==> src/rtl/soc_bus_pkg.sv <==
// Shared types for the single-master bus fabric: FSM states, the {m_ready,m_err}
// response encoding and the region-index macro used by the address decoder.
`ifndef SOC_BUS_PKG_SV
`define SOC_BUS_PKG_SV

// Region index = top sel_w bits of a byte address.
`define SOC_BUS_REGION(addr, aw, sel_w) addr[(aw)-1 -: (sel_w)]

package soc_bus_pkg;

  typedef enum logic [1:0] {
    ST_IDLE   = 2'd0,
    ST_ACCESS = 2'd1,
    ST_RESP   = 2'd2,
    ST_ERR    = 2'd3
  } state_e;

  // Bit 1 drives m_ready, bit 0 drives m_err.
  typedef enum logic [1:0] {
    RSP_NONE = 2'b00,
    RSP_OK   = 2'b10,
    RSP_ERR  = 2'b11
  } resp_e;

endpackage

`endif

==> src/rtl/bus_region_decode.sv <==
// Combinational region decoder: turns a region index into a one-hot slave
// strobe and reports whether the index maps onto an existing slave.
module bus_region_decode
  import soc_bus_pkg::*;
#(
  parameter int N_SLV = 4,
  parameter int SEL_W = 2
) (
  input  logic [SEL_W-1:0] sel,
  output logic [N_SLV-1:0] onehot,
  output logic             mapped
);

  always_comb begin
    onehot = '0;
    for (int i = 0; i < N_SLV; i++) begin
      onehot[i] = (sel == SEL_W'(i));
    end
  end

  // Indices at or above N_SLV match no slave, so the strobe is all-zero.
  assign mapped = |onehot;

endmodule

==> src/rtl/soc_bus_fabric.sv <==
// Single-master memory-mapped bus fabric: latches one request, strobes the
// decoded slave until it answers or times out, then returns a one-cycle completion.
module soc_bus_fabric
  import soc_bus_pkg::*;
#(
  parameter int AW      = 32,
  parameter int DW      = 32,
  parameter int N_SLV   = 4,
  parameter int SEL_W   = 2,
  parameter int TIMEOUT = 15
) (
  input  logic                clk,
  input  logic                rst,
  input  logic                m_ce,
  input  logic                m_wr,
  input  logic [AW-1:0]       m_addr,
  input  logic [DW-1:0]       m_wdata,
  output logic [DW-1:0]       m_rdata,
  output logic                m_ready,
  output logic                m_err,
  output logic [N_SLV-1:0]    s_ce,
  output logic                s_wr,
  output logic [AW-1:0]       s_addr,
  output logic [DW-1:0]       s_wdata,
  input  logic [N_SLV*DW-1:0] s_rdata,
  input  logic [N_SLV-1:0]    s_ready
);

  localparam int CW = $clog2(TIMEOUT + 1);

  state_e            state_q, state_d;
  resp_e             resp_q, resp_d;
  logic [N_SLV-1:0]  s_ce_q, s_ce_d;
  logic              s_wr_q, s_wr_d;
  logic [AW-1:0]     addr_q, addr_d;
  logic [DW-1:0]     wdata_q, wdata_d;
  logic [DW-1:0]     rdata_q, rdata_d;
  logic [CW-1:0]     cnt_q, cnt_d, cnt_inc;

  logic [SEL_W-1:0]  req_sel;
  logic [N_SLV-1:0]  req_onehot;
  logic              req_mapped;
  logic              sel_ready;
  logic [DW-1:0]     sel_rdata;

  assign req_sel = `SOC_BUS_REGION(m_addr, AW, SEL_W);

  bus_region_decode #(
    .N_SLV (N_SLV),
    .SEL_W (SEL_W)
  ) u_decode (
    .sel    (req_sel),
    .onehot (req_onehot),
    .mapped (req_mapped)
  );

  // The registered strobe picks the answering slave, so other slaves' ready is ignored.
  always_comb begin
    sel_ready = 1'b0;
    sel_rdata = '0;
    for (int i = 0; i < N_SLV; i++) begin
      if (s_ce_q[i]) begin
        sel_ready |= s_ready[i];
        sel_rdata |= s_rdata[i*DW +: DW];
      end
    end
  end

  assign cnt_inc = cnt_q + 1'b1;

  always_comb begin
    state_d = state_q;
    resp_d  = RSP_NONE;
    s_ce_d  = s_ce_q;
    s_wr_d  = s_wr_q;
    addr_d  = addr_q;
    wdata_d = wdata_q;
    rdata_d = rdata_q;
    cnt_d   = cnt_q;
    unique case (state_q)
      ST_IDLE: begin
        if (m_ce) begin
          addr_d  = m_addr;
          wdata_d = m_wdata;
          if (req_mapped) begin
            s_ce_d  = req_onehot;
            s_wr_d  = m_wr;
            state_d = ST_ACCESS;
          end else begin
            rdata_d = '0;
            resp_d  = RSP_ERR;
            state_d = ST_ERR;
          end
        end
      end
      ST_ACCESS: begin
        // A ready on the final allowed cycle still wins over the timeout.
        if (sel_ready) begin
          if (!s_wr_q) begin
            rdata_d = sel_rdata;
          end
          s_ce_d  = '0;
          s_wr_d  = 1'b0;
          resp_d  = RSP_OK;
          state_d = ST_RESP;
        end else begin
          cnt_d = cnt_inc;
          if (cnt_inc == CW'(TIMEOUT)) begin
            s_ce_d  = '0;
            s_wr_d  = 1'b0;
            rdata_d = '0;
            resp_d  = RSP_ERR;
            state_d = ST_ERR;
          end
        end
      end
      ST_RESP, ST_ERR: begin
        cnt_d   = '0;
        state_d = ST_IDLE;
      end
      default: state_d = ST_IDLE;
    endcase
  end

  always_ff @(posedge clk or posedge rst) begin
    if (rst) begin
      state_q <= ST_IDLE;
      resp_q  <= RSP_NONE;
      s_ce_q  <= '0;
      s_wr_q  <= 1'b0;
      addr_q  <= '0;
      wdata_q <= '0;
      rdata_q <= '0;
      cnt_q   <= '0;
    end else begin
      state_q <= state_d;
      resp_q  <= resp_d;
      s_ce_q  <= s_ce_d;
      s_wr_q  <= s_wr_d;
      addr_q  <= addr_d;
      wdata_q <= wdata_d;
      rdata_q <= rdata_d;
      cnt_q   <= cnt_d;
    end
  end

  assign m_ready = resp_q[1];
  assign m_err   = resp_q[0];
  assign m_rdata = rdata_q;
  assign s_ce    = s_ce_q;
  assign s_wr    = s_wr_q;
  assign s_addr  = addr_q;
  assign s_wdata = wdata_q;

endmodule

==> config.mk <==
export PLATFORM = sky130hd
export DESIGN_NAME = soc_bus_fabric
export DESIGN_NICKNAME = d
export VERILOG_FILES = /design/src/rtl/soc_bus_pkg.sv /design/src/rtl/bus_region_decode.sv /design/src/rtl/soc_bus_fabric.sv
export SDC_FILE = /design/constraint.sdc
export NUM_CORES = 1
export LEC_CHECK = 0
export CAP_MARGIN = 20
export CELL_PAD_IN_SITES_DETAIL_PLACEMENT = 0
export CELL_PAD_IN_SITES_GLOBAL_PLACEMENT = 1
export CORE_MARGIN = 2
export CORE_UTILIZATION = 25
export CTS_CLUSTER_SIZE = 24
export DETAILED_ROUTE_END_ITERATION = 8
export PLACE_DENSITY = 0.86
export SETUP_SLACK_MARGIN = 0.02
export SLEW_MARGIN = 10
export SYNTH_ARGS = -nofsm -noshare
export SYNTH_HDL_FRONTEND = slang
export SYNTH_SLANG_ARGS = --single-unit
==> constraint.sdc <==
create_clock -name clk -period 3 [get_ports clk]
set_clock_uncertainty 0.1 [all_clocks]
set_input_delay 0.3 -clock clk [delete_from_list [all_inputs] [get_ports clk]]
set_output_delay 0.3 -clock clk [all_outputs]
set_load 0.03 [all_outputs]
==> results of run 1 <==
-- cells in the mapped netlist (all sizes together) (3+ instances only) --
cell | number | area share [%]
a21oi | 4 | 0.35
a221oi | 32 | 4.9
a22o | 32 | 4.9
a31o | 32 | 4.9
buf | 31 | 3.2
clkbuf | 25 | 1.7
dfrtp | 109 | 48
nand2 | 261 | 17
nand2b | 3 | 0.33
nand3 | 8 | 0.71
nor2 | 6 | 0.40
o21ai | 5 | 0.44
o221ai | 32 | 8.3
-- kinds of logic after synthesis --
group / after synthesis / synth area share [%]
and+or+nand+nor: 289 / 19.96
adders and majority gates: 2 / 0.4416
xor gates and xnor gates: 3 / 0.4639
AOI/OAI and AO/OA: 146 / 25.77
muxes: 1 / 0.1767
buffers and inverters: 58 / 5.035
DFF: 109 / 48.14
-- flip-flops by register name (all words and copies together), names as in the netlist --
register  count
resp_q        2
s_wr          1
cnt_q         4
s_addr       32
m_rdata      32
s_wdata      32
state_q       2
s_ce          4
-- power by group --
| part | internal (uW) | switching, uW | total [uW] |
|---|---|---|---|
| registers | 2130 | 505 | 2630 |
| clock network | 580 | 593 | 1170 |
| logic | 2570 | 3480 | 6050 |
-- worst max-delay path: stages, from the launching register on --
cell and delay (ns):
sky130_fd_sc_hd__dfrtp_1 0.41, sky130_fd_sc_hd__buf_4 0.41, sky130_fd_sc_hd__clkdlybuf4s50_1 0.76
-- metrics by stage --
stage | area (sq um) | util (%) | cells
3_5_place_dp | 8987 | 40.06 | 1160
5_1_grt | 9270 | 41.32 | 1176
3_3_place_gp | 8987 | 40.06 | 1160
2_1_floorplan | 5669 | - | 608
4_1_cts | 9270 | 41.32 | 1176
6_report | 9270 | 41.32 | 1176
-- final cells by class --
cell class	instances	area [sq um]
Timing Repair Buffer	323	3231
Fill cell	2201	13160
Clock buffer	10	229.0
Inverter	2	11.26
Clock inverter	6	53.80
Multi-Input combinational cell	441	2661
Sequential cell	109	2728
Tap cell	285	356.6
-- placed cells by master (no fill, tap or decap), types with 2 or more instances in the layout --
cell                              count
sky130_fd_sc_hd__a22oi_4              2
sky130_fd_sc_hd__nor2b_1              2
sky130_fd_sc_hd__nand2_1            261
sky130_fd_sc_hd__o21ai_1              4
sky130_fd_sc_hd__buf_12               4
sky130_fd_sc_hd__o221ai_2            30
sky130_fd_sc_hd__buf_4               17
sky130_fd_sc_hd__inv_6                2
sky130_fd_sc_hd__clkdlybuf4s50_1    302
sky130_fd_sc_hd__nor3_1               2
sky130_fd_sc_hd__nand3_1              8
sky130_fd_sc_hd__a221oi_1            32
sky130_fd_sc_hd__a22o_1              32
sky130_fd_sc_hd__and3_1               2
sky130_fd_sc_hd__nand2b_1             2
sky130_fd_sc_hd__clkinv_4             2
sky130_fd_sc_hd__clkinvlp_4           2
sky130_fd_sc_hd__a31o_1              31
sky130_fd_sc_hd__ha_1                 2
sky130_fd_sc_hd__clkbuf_16            9
sky130_fd_sc_hd__dfrtp_1            109
sky130_fd_sc_hd__a31oi_1              2
sky130_fd_sc_hd__nand4_1              2
sky130_fd_sc_hd__a21oi_1              4
sky130_fd_sc_hd__nor2_1               6
sky130_fd_sc_hd__xor2_1               2
sky130_fd_sc_hd__o221ai_1             2
-- worst max-delay path by stage --
stage,endpoint,slack [ns],cells after the start
final,s_ce[3],0.66,2
after global routing,s_ce[3],0.57,2
after CTS,s_ce[2],0.59,1
after detailed placement,s_wdata[10],0.66,5
after global placement,m_rdata[5],0.68,6
after floorplan,m_rdata[30],1.15,7
-- layer usage --
layer / up-vias / wire (um) / track usage (%)
met4: 0 / 305 / 4.718
met1: 2595 / 8615 / 20.71
met5: - / 0 / 0
met3: 15 / 1968 / 5.800
met2: 247 / 9132 / 27.23
li1: 2708 / - / -
==> results.md, run 1 <==
Clock network:
- The clock latency reported for the late side of the worst-skew pair is 0.35 ns.
- The total clock buffers created by CTS is 9.
- After clock tree synthesis, the repair step resized 0 gates.
- The tree built by TritonCTS fans out to 109 sinks.
- The H-tree was split into 3 levels.
- The longest clock path from root to sink contains 2 buffers.
- The CTS tree is built.
- Buffers added to address setup during post-CTS repair amount to 0.
- The root buffer cell is sky130_fd_sc_hd__clkbuf_16.
- The clock transition time at the flip-flop clock pins of the worst setup and hold paths is 0.08 ns.
- The count of hold buffers inserted by post-cts repair is 0.

Synthesis:
- The count of warnings emitted by yosys is 0.
- The fraction of registers with async set or reset after synthesis is 100.0%.
- The proportion of synthesized chip area in sequential cells is 48.14%.
- In this run the cell area of the synthesized design comes to 0.005665 sq mm.
- The number of cells produced by synthesis is 608.
- The leading register cell type out of synthesis is sky130_fd_sc_hd__dfrtp_1.
- Synthesis produced a netlist with a net count of 810.
- In this run, distinct cell masters in the synthesized netlist total 38.
- The synthesized design contains 109 register bits.
- The average cell area after synthesis is 9.318 sq um.
- The number of enable-type register cells in the synthesized netlist is 0.

Global routing:
- The total global routing overflow is 0.
- The number of antenna violations at the first check in global routing is 0.
- The number of global-route vias before repair is 5,638.
- The maximum number of pins on one net before global-route repair is 67.
- The first global-routing pass estimated 31,410 um of wire.
- The global routing usage summed across all routing layers is 16.59%.

Critical path:
- In this run the critical register-to-register path is launched from s_ce[2].
- The largest fanout on the critical path is 35.
- STA puts the critical path data required time at 2.60 ns.
- The setup path with the least slack is of type reg -> out.
- The endpoint identified for the worst register-to-register timing path is m_rdata[1].
- The launch point of the critical path is s_ce[3].
- The critical path arrival is 1.94 ns.
- The worst setup path is launched from a flip-flop.
- The worst register-to-register path has a setup slack of 0.80 ns.
- The worst reg-to-reg path cell count is 5.
- STA classifies the critical path endpoint as an output port.

Power:
- Summed over all cells, the static leakage comes to 0.003970 uW.
- VDD sags by at most 0.5245 mV.
- The overall power consumption is 9854 uW.
- In this run the power density over the cells is 1063 mW/mm^2.

Timing:
- Setup violations remaining at the end of the flow were counted as 0.
- Setup total negative slack on the finished layout was measured at 0 ns.
- The final number of max-transition violations was 0.
- Setup repair after global routing left no endpoint under its margin.
- The actual slew at the worst max-slew pin is 0.6351 ns.
- The count of endpoints failing hold in the final timing report is 0.
- The tightest hold path in the finished design has a slack of 0.2856 ns.
- The relative slew slack is 57.66%.
- The final critical-path share of the clock period is 77.96%.
- In the post-route analysis, the smallest setup slack over all paths is 0.6613 ns.
- The post-route minimum period is 2.339 ns.
- The maximum frequency from static timing analysis is 427.6 MHz.

Placement:
- Buffers placed on the I/O ports in this run total 302.
- Routability-driven placement finished with a final weighted congestion of 0.7939.
- The half-perimeter wire length after placement is 14,590 um.
- The setup slack at placement is 0.6634 ns.

Routing:
- For this block, the routed nets add up to 20,020 um of wire.
- The detail route stage leaves a number of antenna-violating nets equal to 0.
- The post-detailed-route DRC marker count is 0.
- In the final routed layout, each cell accounts on average for 17.02 um.
- The mean number of vias per cell is 4.732.
- The first detailed-routing pass ran for 4 iterations.
- The final route contains 5,565 vias.
- The number of DRC markers after the initial detailed-route iteration is 338.

Floorplanning:
- The chip height is 154.5 um.
- Pin placement for this block handled 303 I/O pins.
- In this run the standard cell core region covers 0.02243 sq mm.
- For this configuration, the core starts out at a cell density of 25.25%.
- From left edge to right edge, the die measures 154.5 um.
- After floorplanning, the core was divided into 55 placement rows.
- The die outline area is 0.02388 sq mm.

Layout:
- The ratio of cells with drive above 1 in the final layout is 8.418%.
- The count of inserted antenna diode cells is 0.
- The area overhead of the layout relative to synthesis is 63.63%.
- The total number of nets in the final design is 1,088.

Run:
- Max-cap violations in this run came to 0.

Outcome:
- The run finished with clean final reports.

Worst hold path:
- The kind of path behind the tightest hold check is in -> async.
Note: power is estimated with default switching activity, not from simulation.
==> inputs of run 2 (changes only) <==
--- a/config.mk
+++ b/config.mk
@@ -9,10 +9,10 @@
 export CELL_PAD_IN_SITES_DETAIL_PLACEMENT = 0
 export CELL_PAD_IN_SITES_GLOBAL_PLACEMENT = 1
 export CORE_MARGIN = 2
-export CORE_UTILIZATION = 25
+export CORE_UTILIZATION = 28
 export CTS_CLUSTER_SIZE = 24
 export DETAILED_ROUTE_END_ITERATION = 8
-export PLACE_DENSITY = 0.86
+export PLACE_DENSITY = 0.9
 export SETUP_SLACK_MARGIN = 0.02
 export SLEW_MARGIN = 10
 export SYNTH_ARGS = -nofsm -noshare
==> constraint.sdc (replaced) <==
create_clock -name clk -period 2.4 [get_ports clk]
set_clock_uncertainty 0.1 [all_clocks]
set_input_delay 0.24 -clock clk [delete_from_list [all_inputs] [get_ports clk]]
set_output_delay 0.24 -clock clk [all_outputs]
set_load 0.03 [all_outputs]
==> results.md, run 2 (synthesis results as in run 1) <==
Global routing:
- The global routing usage summed across all routing layers is 18.62% (+2.0 points).
- The number of global-route vias before repair is 5,810 (+3.1%).
- The number of antenna violations at the first check in global routing was 0 (unchanged).
- The total global routing overflow was 0 (unchanged).
- The wire length of the first global-routing pass was 31,610 um (+0.64%).
- The maximum number of pins on one net before global-route repair is 67 (unchanged).

Layout:
- The count of inserted antenna diode cells was 0 (unchanged).
- The total number of nets in the final design is 1,093 (+0.46%).
- The ratio of cells with drive above 1 in the final layout is 9.375% (+0.96 points).
- The area of the multi-input gates is 0.002663 sq mm (about the same).
- The area overhead of the layout relative to synthesis is 64.73%.
- The number of fill cells is 1,930 (-12%).
- Leaving out fill and tap cells, the most frequent cell in the layout is sky130_fd_sc_hd__clkdlybuf4s50_1.
- The share of the core filled with cells in the final layout was 46.57% (+5.3 points).
- In the layout the commonest cells are sky130_fd_sc_hd__clkdlybuf4s50_1 (299), sky130_fd_sc_hd__nand2_1 (261), sky130_fd_sc_hd__dfrtp_1 (109).
- The storage element area came to 0.002728 sq mm (unchanged).

Clock network:
- The count of buffers added by post-CTS timing repair for setup is 0 (unchanged).
- TritonCTS built the clock tree.
- The count of hold buffers inserted by post-cts repair is 0 (unchanged).
- The root buffer cell is sky130_fd_sc_hd__clkbuf_16.
- The H-tree depth reported by CTS was 3 (unchanged).
- The number of gates resized after cts is 0 (unchanged).
- The maximum count of clock buffers along a single path is 2 (unchanged).
- The count of clock tree sinks is 109 (unchanged).
- The total clock buffers created by CTS is 9 (unchanged).
- The clock transition time at the flip-flop clock pins of the worst setup and hold paths is 0.09 ns (about the same).
- The clock latency reported for the late side of the worst-skew pair is 0.35 ns (about the same).

Timing:
- After layout, the worst path uses 92.67% of the clock period.
- The count of endpoints failing hold in the final timing report is 0 (unchanged).
- The relative slew slack came to 66.44% (+8.8 points).
- The actual slew at the worst max-slew pin is 0.5034 ns (-0.1317 ns).
- The maximum frequency from static timing analysis is 449.6 MHz.
- The final number of max-transition violations is 0 (unchanged).
- The number of setup violations in the final report is 0 (unchanged).
- The setup total negative slack is 0 ns (unchanged).
- Setup repair after global routing left no endpoint under its margin.
- The post-route minimum period is 2.224 ns.

Floorplanning:
- The starting utilization of the core area came to 28.27% (+3.0 points).
- The number of placement rows is 52 (-5.5%).
- The chip height is 146.2 um (-5.4%).
- The area of the core was 0.02004 sq mm (-11%).
- The die outline width is 146.2 um (-5.4%).
- The number of top-level pins is 303 (unchanged).
- The die outline area is 0.02139 sq mm (-10%).

Critical path:
- The startpoint type of the worst setup path is a flip-flop.
- The endpoint class of the critical path is an output port.
- The critical path arrival was 1.88 ns (-0.06 ns).
- The number of buffer and inverter stages on the critical path is 2 (unchanged).
- The required time at the worst-slack endpoint is 2.06 ns (-0.54 ns).
- The critical path goes through buf_4, clkdlybuf4s50_1.
- The classification of the worst setup path is reg -> out.
- The largest incremental delay on the critical path was 0.73 ns (-0.03 ns).
- The cell family contributing the most delay on the critical path is buffers and inverters.
- Among all stages on the critical path, the largest delay is contributed by sky130_fd_sc_hd__clkdlybuf4s50_1.
- The largest fanout on the critical path is 25 (-29%).

Routing:
- The post-detailed-route DRC marker count is 0 (unchanged).
- The number of search-and-repair iterations in the first detailed-routing pass is 4 (unchanged).
- The mean number of vias per cell is 4.852 (+2.5%).
- The total detailed-routing wirelength is 20,020 um (about the same).
- The remaining number of nets flagged by the antenna check after routing is 0 (unchanged).
- The number of DRC markers after the initial detailed-route iteration is 164 (-51%).
- The total vias in the final route is 5,658 (+1.7%).
- The routed wirelength normalized by instance count is 17.17 um (+0.87%).

Power:
- The reported leakage power is 0.004021 uW (+1.3%).
- The maximum vdd drop is 0.7144 mV (+36%).
- The total power density per cell area came to 1338 mW/mm^2 (+26%).

Outcome:
- The flow ran to the end, and the final reports show no timing, DRC or antenna violations.

Placement:
- The placer's final routability congestion estimate is 0.7689 (-3.1%).
- The count of port buffers added during placement is 302 (unchanged).
- The half-perimeter wire length after placement came to 14,730 um (+0.91%).

Run:
- The number of violations of the max-capacitance limit is 0 (unchanged).

Worst hold path:
- In this run the worst hold path is classified as in -> async.
run 2: cell types whose count changed in the layout (fill, tap and decap cells not counted), sizes merged:
| cell | change |
|---|---|
| buf | +8 |
| clkdlybuf4s50 | -3 |
| inv | +2 |
| clkbuf | -1 |
| clkinv | -1 |
run 2: report_power, final:
part	switching, uW	internal, uW
Combinational	4370	3270
Sequential	616	2660
Clock	811	756
run 2: path summary, 6_finish.rpt:
kind / from / depth (start not counted) / end / slack [ns]
setup / recovery: s_ce[0] / 2 / s_ce[0] / 0.18
min in group clk: m_addr[2] / 3 / s_addr[2] / 0.29
hold reg to reg: s_addr[30] / 2 / s_addr[30] / 0.38
setup reg to reg: s_ce[1] / 5 / m_rdata[8] / 0.36
hold / removal: rst / 2 / s_addr[4] / 0.15
max in group asynchronous: rst / 3 / m_rdata[16] / 1.39
run 2: worst register-to-register path, stage by stage, from the launching register on:
cell	delay, ns
sky130_fd_sc_hd__dfrtp_1	0.55
sky130_fd_sc_hd__a22oi_4	0.33
sky130_fd_sc_hd__and2_4	0.41
sky130_fd_sc_hd__buf_12	0.24
sky130_fd_sc_hd__o221ai_2	0.10
sky130_fd_sc_hd__a31o_1	0.20
run 2: per-stage QoR:
step           setup slack, ns  hold slack [ns]  total power (uW)  instance area (sq um)  cells
2_1_floorplan           0.5458           0.2454              8102                   5669    608
3_3_place_gp            0.2404           0.3570             10910                   9025   1150
3_5_place_dp            0.2001           0.3618             11020                   9025   1150
4_1_cts                 0.1640           0.1593             12660                   9333   1166
5_1_grt                 0.1175           0.1747             13370                   9333   1166
6_report                0.1760           0.1492             12490                   9333   1166
run 2: final cells by class:
type	instances	area share (%)
inverter	2	0.1207
timing repair buffer	328	35.21
multi-input combinational	441	28.53
clock buffer	9	2.413
tap	270	3.620
clock inverter	7	0.8848
sequential	109	29.23
run 2: metal layers:
metal / GRT usage (%) / share of wire (%) / wire [um] / vias to the layer above
li1: - / - / - / 2718
met1: 22.27 / 41 / 8286 / 2677
met2: 31.32 / 47 / 9407 / 243
met3: 6.781 / 9.8 / 1962 / 20
met4: 5.825 / 1.8 / 368 / 0
met5: 0 / 0 / 0 / -
==> inputs of run 3 (changes only) <==
--- a/config.mk
+++ b/config.mk
@@ -13,6 +13,7 @@
 export CTS_CLUSTER_SIZE = 24
 export DETAILED_ROUTE_END_ITERATION = 8
 export PLACE_DENSITY = 0.9
+export REMOVE_ABC_BUFFERS = 1
 export SETUP_SLACK_MARGIN = 0.02
 export SLEW_MARGIN = 10
 export SYNTH_ARGS = -nofsm -noshare
==> results.md, run 3 (synthesis results as in run 1) <==
Routing:
- The post-detailed-route DRC marker count is 0 (unchanged).
- The remaining number of nets flagged by the antenna check after routing is 0 (unchanged).
- The total detailed-routing wirelength is 19,940 um (-0.42%).
- The number of search-and-repair iterations in the first detailed-routing pass is 4 (unchanged).
- The total vias in the final route is 5,665 (+0.12%).
- The number of DRC markers after the initial detailed-route iteration is 159 (-3.0%).
- The mean number of vias per cell is 4.892 (+0.82%).
- The routed wirelength normalized by instance count was 17.22 um (+0.26%).

Power:
- The clock group share of total power is 12.1% (-0.4 points).
- The maximum vdd drop came to 0.6986 mV (-2.2%).
- The net switching power is 5716 uW (-1.5%).
- The cell-internal power is 6698 uW (+0.18%).
- The sequential share of power is 26.5% (+0.3 points).
- The reported leakage power is 0.003986 uW (-0.86%).
- The total power density per cell area is 1336 mW/mm^2 (-0.14%).
- The proportion of power drawn by combinational gates is 61.4% (+0.2 points).
- The switching fraction of total power is 46.04% (-0.41 points).

Critical path:
- The startpoint type of the worst setup path is a flip-flop.
- The worst reg-to-reg path cell count is 4 (-1).
- The slowest stage of the critical path is the sky130_fd_sc_hd__clkdlybuf4s50_1 cell.
- The number of cells on the critical path is 2 (unchanged).
- The signal on the critical path passes through buf_12, clkdlybuf4s50_1.
- Broken down by cell family, the worst path's largest delay share belongs to buffers and inverters.
- The number of buffer and inverter stages on the critical path is 2 (unchanged).
- The worst setup path is captured at an output port.
- The worst setup slack for register-to-register paths is 0.41 ns (+0.05 ns).
- The largest fanout on the critical path was 33 (+32%).
- The classification of the worst setup path is reg -> out.
- The required time at the worst-slack endpoint is 2.06 ns (about the same).
- The largest incremental delay on the critical path is 0.70 ns (-0.03 ns).
- The critical path arrival came to 1.79 ns (-0.09 ns).

Layout:
- The total non-filler cell area in the finished layout was 0.009291 sq mm (-0.44%).
- The library cell used most frequently in the layout, excluding fill and tap cells, is sky130_fd_sc_hd__clkdlybuf4s50_1.
- The count of inserted antenna diode cells is 0 (unchanged).
- The number of fill cells is 1,917 (-0.67%).
- The ratio of cells with drive above 1 in the final layout was 8.108% (-1.3 points).
- The share of the core filled with cells in the final layout is 46.37% (-0.21 points).
- In the layout the commonest cells are sky130_fd_sc_hd__clkdlybuf4s50_1 (302), sky130_fd_sc_hd__nand2_1 (261), sky130_fd_sc_hd__dfrtp_1 (109).
- The total number of nets in the final design was 1,085 (-0.73%).
- The area overhead of the layout relative to synthesis is 64.00%.

Floorplanning:
- The area of the core came to 0.02004 sq mm (unchanged).
- The starting utilization of the core area came to 28.27% (unchanged).
- The number of top-level pins is 303 (unchanged).
- The number of placement rows came to 52 (unchanged).
- The die outline area is 0.02139 sq mm (unchanged).
- The die outline width is 146.2 um (unchanged).
- The chip height was 146.2 um (unchanged).

Timing:
- The actual slew at the worst max-slew pin was 0.5719 ns (+0.06849 ns).
- The number of setup violations in the final report was 0 (unchanged).
- The count of endpoints failing hold in the final timing report was 0 (unchanged).
- The relative slew slack is 61.47% (-5.0 points).
- The post-route minimum period is 2.132 ns (-0.09228 ns).
- The maximum frequency from static timing analysis is 469.1 MHz (+4.3%).
- Setup repair after global routing left no endpoint under its margin.
- The setup total negative slack is 0 ns (unchanged).
- The final critical-path share of the clock period is 88.82% (-3.8 points).
- The final number of max-transition violations was 0 (unchanged).

Outcome:
- The flow ran to the end, and the final reports show no timing, DRC or antenna violations.

Clock network:
- The H-tree depth reported by CTS is 3 (unchanged).
- The root buffer cell is sky130_fd_sc_hd__clkbuf_16.
- The count of clock tree sinks is 109 (unchanged).
- The total clock buffers created by CTS was 9 (unchanged).
- The number of gates resized after cts came to 0 (unchanged).
- The clock latency reported for the late side of the worst-skew pair is 0.35 ns (about the same).
- The count of hold buffers inserted by post-cts repair is 0 (unchanged).
- The maximum count of clock buffers along a single path is 2 (unchanged).
- The count of buffers added by post-CTS timing repair for setup is 0 (unchanged).
- TritonCTS built the clock tree.
- The clock transition time at the flip-flop clock pins of the worst setup and hold paths is 0.08 ns (about the same).

Global routing:
- The number of antenna violations at the first check in global routing is 0 (unchanged).
- The maximum number of pins on one net before global-route repair was 67 (unchanged).
- The wire length of the first global-routing pass came to 31,750 um (+0.44%).
- The global routing usage summed across all routing layers is 18.50% (-0.12 points).
- The number of global-route vias before repair came to 5,882 (+1.2%).
- The total global routing overflow was 0 (unchanged).

Worst hold path:
- The kind of path behind the tightest hold check is in -> async.

Placement:
- The total placed instance area is 0.008995 sq mm (-0.33%).
- The placer's final routability congestion estimate is 0.7946 (+3.3%).
- The half-perimeter wire length after placement is 14,480 um (-1.7%).
- The count of port buffers added during placement is 302 (unchanged).

Run:
- The number of violations of the max-capacitance limit came to 0 (unchanged).
run 3: cell types whose count changed in the layout (fill, tap and decap cells not counted), sizes merged:
cell	before	now
clkbuf	9	13
clkdlybuf4s50	299	302
inv	6	4
clkinvlp	2	0
buf	29	18
run 3: power groups by stage:
stage	clock network, uW	registers [uW]	logic [uW]
after global routing	1630	3410	8230
after floorplan	0	4930	2900
after CTS	1560	3290	7700
final	1510	3290	7620
after global placement	0	3280	7560
after detailed placement	0	3310	7680
run 3: worst paths after layout:
path | to | start
max | s_ce[1] | s_ce[1]
min | s_addr[7] | rst
max reg2reg | m_rdata[31] | s_ce[2]
min reg2reg | s_wdata[19] | s_wdata[19]
max in group asynchronous | cnt_q[2] | rst
min in group clk | s_wdata[25] | m_wdata[25]
run 3: final cells by class:
class	instances	area (sq um)	area share [%]
sequential	109	2728	29.36
clock buffer	13	270.3	2.909
timing repair buffer	320	3258	35.07
multi-input combinational	441	2661	28.64
tap	270	337.8	3.636
inverter	2	10.01	0.1077
clock inverter	3	26.28	0.2828
run 3: layer usage:
| layer | global-route usage, % | vias up | wire, um |
|---|---|---|---|
| met5 | 0 | - | 0 |
| met4 | 5.777 | 0 | 365 |
| met3 | 6.469 | 21 | 1755 |
| met2 | 31.01 | 229 | 9312 |
| met1 | 22.40 | 2711 | 8506 |
| li1 | - | 2704 | - |
run 3: through the flow:
step	std cells	total power, uW	worst slack (ns)	hold WS (ns)
floorplan	552	7828	-2.288	0.2454
CTS	1158	12550	0.2643	0.02493
global route	1158	13270	0.2167	0.03773
detailed placement	1142	10990	0.1968	0.3616
global placement	1142	10840	0.2154	0.3559
finish	1158	12410	0.2683	0.04089
==> RTL edit (flow settings as in run 1) <==
`addr_q` no longer has a reset.
--- a/src/rtl/soc_bus_fabric.sv
+++ b/src/rtl/soc_bus_fabric.sv
@@ -128,7 +128,6 @@
       resp_q  <= RSP_NONE;
       s_ce_q  <= '0;
       s_wr_q  <= 1'b0;
-      addr_q  <= '0;
       wdata_q <= '0;
       rdata_q <= '0;
       cnt_q   <= '0;
@@ -137,11 +136,14 @@
       resp_q  <= resp_d;
       s_ce_q  <= s_ce_d;
       s_wr_q  <= s_wr_d;
-      addr_q  <= addr_d;
       wdata_q <= wdata_d;
       rdata_q <= rdata_d;
       cnt_q   <= cnt_d;
     end
+  end
+
+  always_ff @(posedge clk) begin
+    addr_q <= addr_d;
   end
 
   assign m_ready = resp_q[1];
Check against the original RTL: not equivalent (a bounded check fails within 4 cycles, from zero or initial values and one cycle with rst high).
==> RTL edit against run 1 <==
  * Final cell count shrank 9.2%
  * Maximum frequency shrank 4.1%
  * Routed wire length shrank 4.2%
  * Sequential cell count is the same
  * Largest power group unchanged
  * Critical path type unchanged
  * Total power grew 0.12%
  * Design area shrank 2.4%
  * Synthesized cell count shrank 17%
  * Critical endpoint is now s_ce[0]
  * Worst setup slack lost 0.10 ns
  * Sequential power grew 6%
  * Synthesized area shrank 2.4%
==> RTL edit: results (changes against run 1) <==
Status = completed (unchanged)
Share of cells above drive strength 1 = 0.0799 (was 0.0842)
Critical path origin = s_ce[0] (was s_ce[3])
Clock buffer count from CTS = 9 (unchanged)
CTS root buffer = clkbuf_16 (unchanged)
Leak = 3.48 nW (was 3.97 nW)
Syn Nets = 705 (was 810)
# diodes = 0 (unchanged)
Largest net degree at the start of global routing = 44 (was 67)
Slowest stage delay, CP = 0.76 ns (about the same)
Skew-Pair Late Insertion Delay = 0.34 ns
Routed wire length = 19.2 mm (was 20.0 mm)
Avg Inst Size Synth = 11.0 um2 (was 9.32 um2)
First-pass GRT wire length = 29.4 mm (was 31.4 mm)
DP Wirelength = 13.9 mm (was 14.6 mm)
Critical path endpoint = s_ce[0] (was s_ce[3])
Net switching power = 0.00448 W (was 0.00458 W)
Placer congestion estimate = 0.776 (was 0.794)
Worst-Margin Slew = 0.938 ns (was 0.635 ns)
Clock slew at reported path FFs = 0.08 ns (about the same)
Port Buffer Count = 302 (unchanged)
Overall Global Routing Usage = 0.160 (was 0.166)
Post-CTS setup repair buffer count = 0 (unchanged)
Worst EP arrival = 2.04 ns (was 1.94 ns)
Post-synthesis cell type count = 33 (was 38)
Part of the cycle the worst path needs = 0.813 (was 0.780)
Post-synth EDFFs = 32 (was 0)
H-Tree Depth = 3 (unchanged)
Hold Path Class = in -> async (unchanged)
Place WS = 0.338 ns (was 0.663 ns)
Synth warn = 0 (unchanged)
Sequential element share of the synthesized area = 0.522 (was 0.481)
Sequential power share = 0.284 (was 0.267)
Via count = 5060 (was 5565)
Synth area leaders = dfrtp_1 (35%), edfxtp_1 (17%), a22oi_1 (8.7%) (was dfrtp_1 (48%), nand2_1 (17%), o221ai_2 (8.0%))
Slowest-stage cell, CP = clkdlybuf4s50_1 (unchanged)
Drt first pass iters = 4 (unchanged)
Synth async-reset ratio = 0.706 (was 1.00)
Clk network pwr share = 0.117 (was 0.119)
CP top delay family = buffers and inverters (unchanged)
Reg-to-reg slack, setup = 0.66 ns (was 0.80 ns)
DR WL/cell = 18.0 um (was 17.0 um)
Worst Hold Slack = 0.248 ns (was 0.286 ns)
Initial DRC count = 297 (was 338)
DP Area = 0.00877 mm2 (was 0.00899 mm2)
Top post-synthesis cells by count = nand2_1 (99), dfrtp_1 (77), a22oi_1 (64) (was nand2_1 (261), dfrtp_1 (109), a221oi_1 (32), a22o_1 (32), a31o_1 (31))
Fillcell total = 2079 (was 2201)
Prevailing post-synth register cell = dfrtp_1 (unchanged)
Final nets = 985 (was 1088)
R2R Path Start = state_q[1] (was s_ce[2])
Placed Cells = 1052 (was 1160)
R2r endpoint = m_rdata[25] (was m_rdata[1])
Total power = 0.00987 W (was 0.00985 W)
Vias in the first global route = 4989 (was 5638)
Max IR drop VDD = 0.325 mV (was 0.524 mV)
-- RTL edit: area by class of cell --
type	count	area (um2)	area share
Sequential cell	109	2890	0.319
Tap cell	280	350	0.0387
Clock inverter	7	55.1	0.00608
Clock buffer	9	225	0.0249
Inverter	4	16.3	0.00180
Multi-Input combinational cell	342	2350	0.260
Timing Repair Buffer	317	3160	0.349
-- RTL edit: routing by layer --
| layer | GRT usage | vias up | part of all wire |
|---|---|---|---|
| li1 | - | 2444 | - |
| met5 | 0 | - | 0 |
| met4 | 0.0489 | 0 | 0.016 |
| met1 | 0.206 | 2428 | 0.42 |
| met2 | 0.271 | 170 | 0.51 |
| met3 | 0.0336 | 18 | 0.054 |
-- RTL edit: kinds of logic (layout without fill, tap and decap cells) --
logic type	count (synthesis)	in the layout	share of synthesized area
flops	109	109	0.522
xor+xnor	3	3	0.00475
simple gates	124	124	0.0944
compound gates	180	180	0.252
buf+inv	52	337	0.0550
mux	33	33	0.0670
fa+ha+maj	2	2	0.00453
